`src/rtl/iq_rx_pkg.sv`:
```
// iq_rx_pkg: shared types and width constants for the IQ receive scheduler
package iq_rx_pkg;
  localparam int SAMPLE_W = 32;
  localparam int DEPTH_DEF = 8;
  typedef enum logic [1:0] {IDLE, STREAM, FLUSH} state_t;
  typedef struct packed {
    logic [SAMPLE_W-1:0] rx1_i;
    logic [SAMPLE_W-1:0] rx1_q;
    logic [SAMPLE_W-1:0] rx2_i;
    logic [SAMPLE_W-1:0] rx2_q;
  } frame_t;
endpackage

```
`src/rtl/iq_frame_fifo.sv`:
```
// iq_frame_fifo: single-clock frame FIFO with registered read data and synchronous clear
// Ports: clk/rst_n clock and async active-low reset; clr empties the FIFO;
// wr_en/wr_data push; rd_en pops into rd_data; count/full/empty report occupancy.
// Callers never push when full without popping, nor pop when empty.
module iq_frame_fifo #(
  parameter int DEPTH = 8,
  parameter int W = 128
) (
  input  logic                     clk,
  input  logic                     rst_n,
  input  logic                     clr,
  input  logic                     wr_en,
  input  logic [W-1:0]             wr_data,
  input  logic                     rd_en,
  output logic [W-1:0]             rd_data,
  output logic [$clog2(DEPTH):0]   count,
  output logic                     full,
  output logic                     empty
);
  localparam int AW = $clog2(DEPTH);
  logic [W-1:0] mem [DEPTH];
  logic [AW-1:0] wr_ptr_q, rd_ptr_q;
  logic [AW:0] count_q;
  logic [W-1:0] rd_data_q;
  always_ff @(posedge clk)
    if (wr_en) mem[wr_ptr_q] <= wr_data;
  // Pointers are AW bits wide, so power-of-two DEPTH wraps them naturally.
  always_ff @(posedge clk or negedge rst_n)
    if (!rst_n) begin
      wr_ptr_q  <= '0;
      rd_ptr_q  <= '0;
      count_q   <= '0;
      rd_data_q <= '0;
    end else if (clr) begin
      wr_ptr_q <= '0;
      rd_ptr_q <= '0;
      count_q  <= '0;
    end else begin
      if (wr_en) wr_ptr_q <= wr_ptr_q + AW'(1);
      if (rd_en) begin
        rd_ptr_q  <= rd_ptr_q + AW'(1);
        rd_data_q <= mem[rd_ptr_q];
      end
      count_q <= count_q + (AW+1)'(wr_en) - (AW+1)'(rd_en);
    end
  assign rd_data = rd_data_q;
  assign count   = count_q;
  assign full    = count_q == (AW+1)'(DEPTH);
  assign empty   = count_q == '0;
endmodule

```
`src/rtl/iq_rx_scheduler.sv`:
```
// iq_rx_scheduler: assembles RX1/RX2 DDC samples into frames and streams them to the MCU bus
// Ports: clk_in/reset_n clock and async active-low reset; rx2_en selects dual-receiver frames;
// rx1_*/rx2_* DDC strobes and samples; rd_req streaming level, rd_clk pop pulse;
// out_* head frame with out_valid; overrun/underrun sticky flags cleared by err_clr;
// fill_level frames stored.
module iq_rx_scheduler
  import iq_rx_pkg::*;
#(
  parameter int DEPTH = DEPTH_DEF,
  parameter int SW = SAMPLE_W
) (
  input  logic                   clk_in,
  input  logic                   reset_n,
  input  logic                   rx2_en,
  input  logic                   rx1_valid,
  input  logic [SW-1:0]          rx1_i,
  input  logic [SW-1:0]          rx1_q,
  input  logic                   rx2_valid,
  input  logic [SW-1:0]          rx2_i,
  input  logic [SW-1:0]          rx2_q,
  input  logic                   rd_req,
  input  logic                   rd_clk,
  input  logic                   err_clr,
  output logic [SW-1:0]          out_rx1_i,
  output logic [SW-1:0]          out_rx1_q,
  output logic [SW-1:0]          out_rx2_i,
  output logic [SW-1:0]          out_rx2_q,
  output logic                   out_valid,
  output logic                   overrun,
  output logic                   underrun,
  output logic [$clog2(DEPTH):0] fill_level
);
  state_t state_q;
  logic rx2_en_q, h1_q, h2_q, out_valid_q, overrun_q, underrun_q;
  logic [2*SW-1:0] s1_q, s2_q;
  logic stream, en_chg, push, pop, wr, full, empty;
  logic [4*SW-1:0] wr_frame, rd_frame;
  // A mode change invalidates half-built frames, so it blocks the push that cycle.
  always_comb begin
    stream   = state_q == STREAM;
    en_chg   = rx2_en != rx2_en_q;
    push     = stream && !en_chg && h1_q && (h2_q || !rx2_en);
    pop      = stream && rd_clk && !empty;
    wr       = push && (!full || pop);
    wr_frame = {s1_q, s2_q & {2*SW{rx2_en}}};
  end
  iq_frame_fifo #(.DEPTH(DEPTH), .W(4*SW)) u_fifo (
    .clk     (clk_in),
    .rst_n   (reset_n),
    .clr     (!stream),
    .wr_en   (wr),
    .wr_data (wr_frame),
    .rd_en   (pop),
    .rd_data (rd_frame),
    .count   (fill_level),
    .full    (full),
    .empty   (empty)
  );
  always_ff @(posedge clk_in or negedge reset_n)
    if (!reset_n) begin
      state_q     <= IDLE;
      rx2_en_q    <= 1'b0;
      h1_q        <= 1'b0;
      h2_q        <= 1'b0;
      s1_q        <= '0;
      s2_q        <= '0;
      out_valid_q <= 1'b0;
      overrun_q   <= 1'b0;
      underrun_q  <= 1'b0;
    end else begin
      state_q  <= state_q == IDLE ? (rd_req ? STREAM : IDLE) :
                  state_q == STREAM ? (rd_req ? STREAM : FLUSH) : IDLE;
      rx2_en_q <= rx2_en;
      if (rx1_valid) s1_q <= {rx1_i, rx1_q};
      if (rx2_valid) s2_q <= {rx2_i, rx2_q};
      // A fresh strobe in the push cycle starts the next frame.
      h1_q <= stream && !en_chg && (rx1_valid || (h1_q && !push));
      h2_q <= stream && !en_chg && (rx2_valid || (h2_q && !push));
      if (stream && rd_clk) out_valid_q <= !empty;
      overrun_q  <= !err_clr && (overrun_q || (push && full && !pop));
      underrun_q <= !err_clr && (underrun_q || (stream && rd_clk && empty));
    end
  assign {out_rx1_i, out_rx1_q, out_rx2_i, out_rx2_q} = rd_frame;
  assign out_valid = out_valid_q;
  assign overrun   = overrun_q;
  assign underrun  = underrun_q;
endmodule

```
`config.mk`:
```
export PLATFORM = sky130hd
export DESIGN_NAME = iq_rx_scheduler
export DESIGN_NICKNAME = d
export VERILOG_FILES = /design/src/rtl/iq_rx_pkg.sv /design/src/rtl/iq_frame_fifo.sv /design/src/rtl/iq_rx_scheduler.sv
export SDC_FILE = /design/constraint.sdc
export NUM_CORES = 1
export LEC_CHECK = 0
export CORE_MARGIN = 3
export CORE_UTILIZATION = 50
export CTS_CLUSTER_DIAMETER = 40
export DETAILED_ROUTE_END_ITERATION = 7
export GPL_ROUTABILITY_DRIVEN = 0
export HOLD_SLACK_MARGIN = 0.12
export MAX_ROUTING_LAYER = met4
export PLACE_DENSITY_LB_ADDON = 0.15
export RECOVER_POWER = 100
export SYNTH_ARGS = -nofsm -noshare
export SYNTH_HDL_FRONTEND = slang
export SYNTH_HIERARCHICAL = 1
export SYNTH_SLANG_ARGS = --single-unit
export TNS_END_PERCENT = 20
```
`constraint.sdc`:
```
create_clock -name clk_in -period 11.4 [get_ports clk_in]
set_clock_uncertainty 0.05 [all_clocks]
set_input_delay 2.28 -clock clk_in [delete_from_list [all_inputs] [get_ports clk_in]]
set_output_delay 2.28 -clock clk_in [all_outputs]
set_load 0.005 [all_outputs]
```
==> results by group <==
Outcome
  – Outcome: complete, but fails checks
  – Violated checks: capacitance limit, slew limit

Yosys
  – Netlist Area Pre-Place: about 50000 um2
  – Ranking of synthesized cells by area: edfxtp_1 (61%), dfrtp_1 (14%), mux2i_1 (10%), a22oi_1 (3.8%), mux2_2 (2.0%)
  – Post-synthesis async set-or-reset flop share: 21.1%
  – Post-synth top area share: between 60 and 70%
  – Gate Count Post-Synth: 2888
  – Netlist cell types: 33
  – FF+latch count, synth: approximately 1300
  – Seq/Total Area, Yosys: 75.0%
  – Cell accounting for the most synthesized area: edfxtp_1
  – Top_reg_cell synth: edfxtp_1
  – Post-Syn Nets: 3033
  – Average cell area after synthesis: approximately 17 um2
  – Number of synthesized flops with an enable pin: 1024
  – Yosys warns: 6

Clock network
  – Clock root buffer: clkbuf_16
  – Inserted Clock Buffers: 160
  – Clock Tree Buf Depth: 3
  – Setup bufs post-CTS: 0
  – PostCTS Resize Cnt: 0
  – CTS hold repair buffers: 0
  – # H-tree levels: 4
  – Sink Count: approximately 1300
  – CTS tree: done
  – Clock Latency Late Sink: 730 ps
  – Reg clk slew, reported paths: 50 ps

Floorplanning
  – Die area: roughly 100000 um2
  – I/O Pins: about 270
  – Die width: 323 um
  – Core box area: 99000 um2
  – Row cnt: roughly 120
  – Die height: 323 um
  – Initial Utilization: 50.7%

Placed design
  – DP HPWL: roughly 57 mm
  – I/O Buffers: between 200 and 300

Critical path
  – Critical path arrival: 8420 ps
  – Worst endpoint required time: 11950 ps
  – Worst R2R End: u_fifo/rd_data[121]
  – Crit end category: register
  – Number of buffer and inverter stages on the critical path: 2
  – Critical Path End: u_fifo/rd_data[121]
  – Worst r2r src: u_fifo/count[2]
  – R2r worst-path depth: 8
  – Crit-path cells: dlygate4sd3_1 -> nor4bb_1 -> nand2b_1 -> clkbuf_2 -> nand2_1 -> nand2_1
  – Worst Setup Start Kind: input pin
  – Slowest CP cell: nand2b_1
  – CP peak stage delay: about 2100 ps
  – Crit path from: rd_clk
  – Top cell by count, worst path: nand2_1
  – Reg2reg setup slack: ~4900 ps
  – Critical path peak fanout: 75
  – Crit Path Category: input pin to register
  – CP Depth: 6
  – Crit path max-delay family: simple AND/OR/NAND/NOR gates

STA
  – Least-Margin Pin Slew: 5870 ps
  – Period utilisation layout: approximately 69%
  – RSZ-0062 raised after global routing: no
  – Tmin final: just under 8000 ps
  – Hold_ws: 415 ps
  – Final setup viols: 0
  – Fin. max-slew vios: 431
  – Final setup TNS: 0 ps
  – Relative slew slack: -291%
  – F_max: 127 MHz
  – Hold Vio Cnt, Final: 0

Hold path
  – Hold Crit Class: register to register
  – Hold_sp: u_fifo/rd_data[87]

Global route
  – Largest net degree at the start of global routing: 129
  – Tot GR Track Use: 22.3%
  – Remaining Overflow, GRT: 0
  – First-pass GRT wire length: 169 mm
  – Vias in the first global route: between 20000 and 30000
  – Initial antenna violation count: 8

Cells and area
  – Register Area: 37600 um2
  – Layout cell share with drive strength beyond 1: 12.0%
  – Fill count: 7395
  – Multi-input logic area: 11100 um2
  – Area growth syn-to-layout: 17.3%
  – # nets final: about 3300

Detailed routing
  – Post-DRT Antenna Nets: 0
  – Number of DRC violations after detailed routing: 0
  – Routed WL per cell: 24.2 um
  – DR pass1 iterations: 5
  – Starting DRT DRC Count: between 2000 and 2500
  – Vias per Instance: 5.68
  – Vias: between 20000 and 30000
  – Routed wire length: 112 mm

Power
  – Combinational power share: 7.4%
  – Internal power: around 9000 uW
  – Switching share of power: a little under a quarter
  – Clock power share: 43.5%
  – PD cells: 199 nW/um2
  – Static Leak: slightly above 0.02 uW
  – Flop pwr share: 49.0%
  – Switch Pwr: about 2700 uW
  – Worst VDD drop: about 130 uV

Flow run
  – # Max-Cap Violations: 7
## metrics by stage
step / util, % / power, uW / setup slack, ps / cells / instance area, um2
2_1_floorplan: - / 6050 / -1310 / 2888 / 50200
3_3_place_gp: 54.1 / 6800 / 5180 / 4316 / 53600
3_5_place_dp: 54.1 / 6820 / 5090 / 4316 / 53600
4_1_cts: 59.6 / 11900 / 5830 / 4616 / 59000
5_1_grt: 59.4 / 12200 / 3020 / 4616 / 58800
6_report: 59.4 / 11700 / 3520 / 4618 / 58800
## cell usage in the layout, fill, tap and decap left out, types with 13 or more instances in the layout
cell type and n:
clkbuf_16 164, a22oi_1 256, nand2_1 262, bufinv_16 16, buf_4 22, nand3_1 128, dlygate4sd3_1 137, nor2_1 14
mux2_1 36, clkinv_1 13, mux2i_1 514, dfrtp_1 273, inv_6 20, clkbuf_1 31, clkdlybuf4s50_1 129, mux2_2 90
clkinv_2 21, and2_0 64, edfxtp_1 1024
## flip-flops by register name, summed over array words and instances (netlist names)
register	cells
s1_q	64
underrun	1
h2_q	1
u_fifo/mem	1024
u_fifo/wr_ptr_q	3
u_fifo/count	4
overrun	1
u_fifo/rd_data	128
h1_q	1
state_q	2
out_valid	1
rx2_en_q	1
u_fifo/rd_ptr_q	3
s2_q	64
## how the worst min path moves through the flow
stage | endpoint | cells past startpoint
6_report | u_fifo/rd_data[87] | 2
3_5_place_dp | u_fifo/rd_data[69] | 2
2_1_floorplan | u_fifo/rd_data[53] | 2
5_1_grt | state_q[0] | 1
3_3_place_gp | u_fifo/rd_data[89] | 2
4_1_cts | u_fifo/rd_data[74] | 2
## kinds of logic after synthesis
family / after synthesis / synth area share (%)
AOI/OAI and AO/OA: 265 / 3.96
adders and majority gates: 9 / 0.239
DFF: 1298 / 75.0
and+or+nand+nor: 495 / 4.49
buffers and inverters: 172 / 2.81
muxes: 642 / 13.4
xor gates and xnor gates: 7 / 0.122
## worst register-to-register path: stages, from the launching register on
cell and delay, ps:
dfrtp_1 330, inv_1 70, ha_1 200, and3_1 160, nor4bb_1 1160, nand2b_1 2130
clkbuf_2 1740, nand2_1 490, nand2_1 110
## cells in the mapped netlist, types with 22 or more instances
master    count
edfxtp_1   1024
mux2i_1     514
dfrtp_1     274
nand2_1     262
a22oi_1     256
nand3_1     128
mux2_2       90
and2_1       65
buf_2        62
mux2_4       38
buf_6        37
clkbuf_1     28
buf_12       22
## layout make-up
class                      count  area share, %
sequential                  1298           63.9
multi-input combinational   1418           18.8
clock buffer                 199           7.35
timing repair buffer         304           5.16
tap                         1287           2.74
clock inverter               101           1.94
inverter                       9         0.0574
antenna                        2        0.00851
## power by group through the flow
stage	clock [uW]	combinational [uW]	sequential (uW)
after CTS	5200	980	5760
after global routing	5420	960	5770
after detailed placement	0	972	5840
after floorplan	0	368	5680
after global placement	0	958	5840
final	5090	867	5730
## routing by layer
| metal | part of all wire (%) | track usage, % |
|---|---|---|
| met1 | 43 | 29.3 |
| met4 | 2.0 | 6.09 |
| met3 | 4.9 | 3.48 |
| met2 | 50 | 36.7 |
| met5 | 0 | - |
Power figures use the tool's default switching activity.
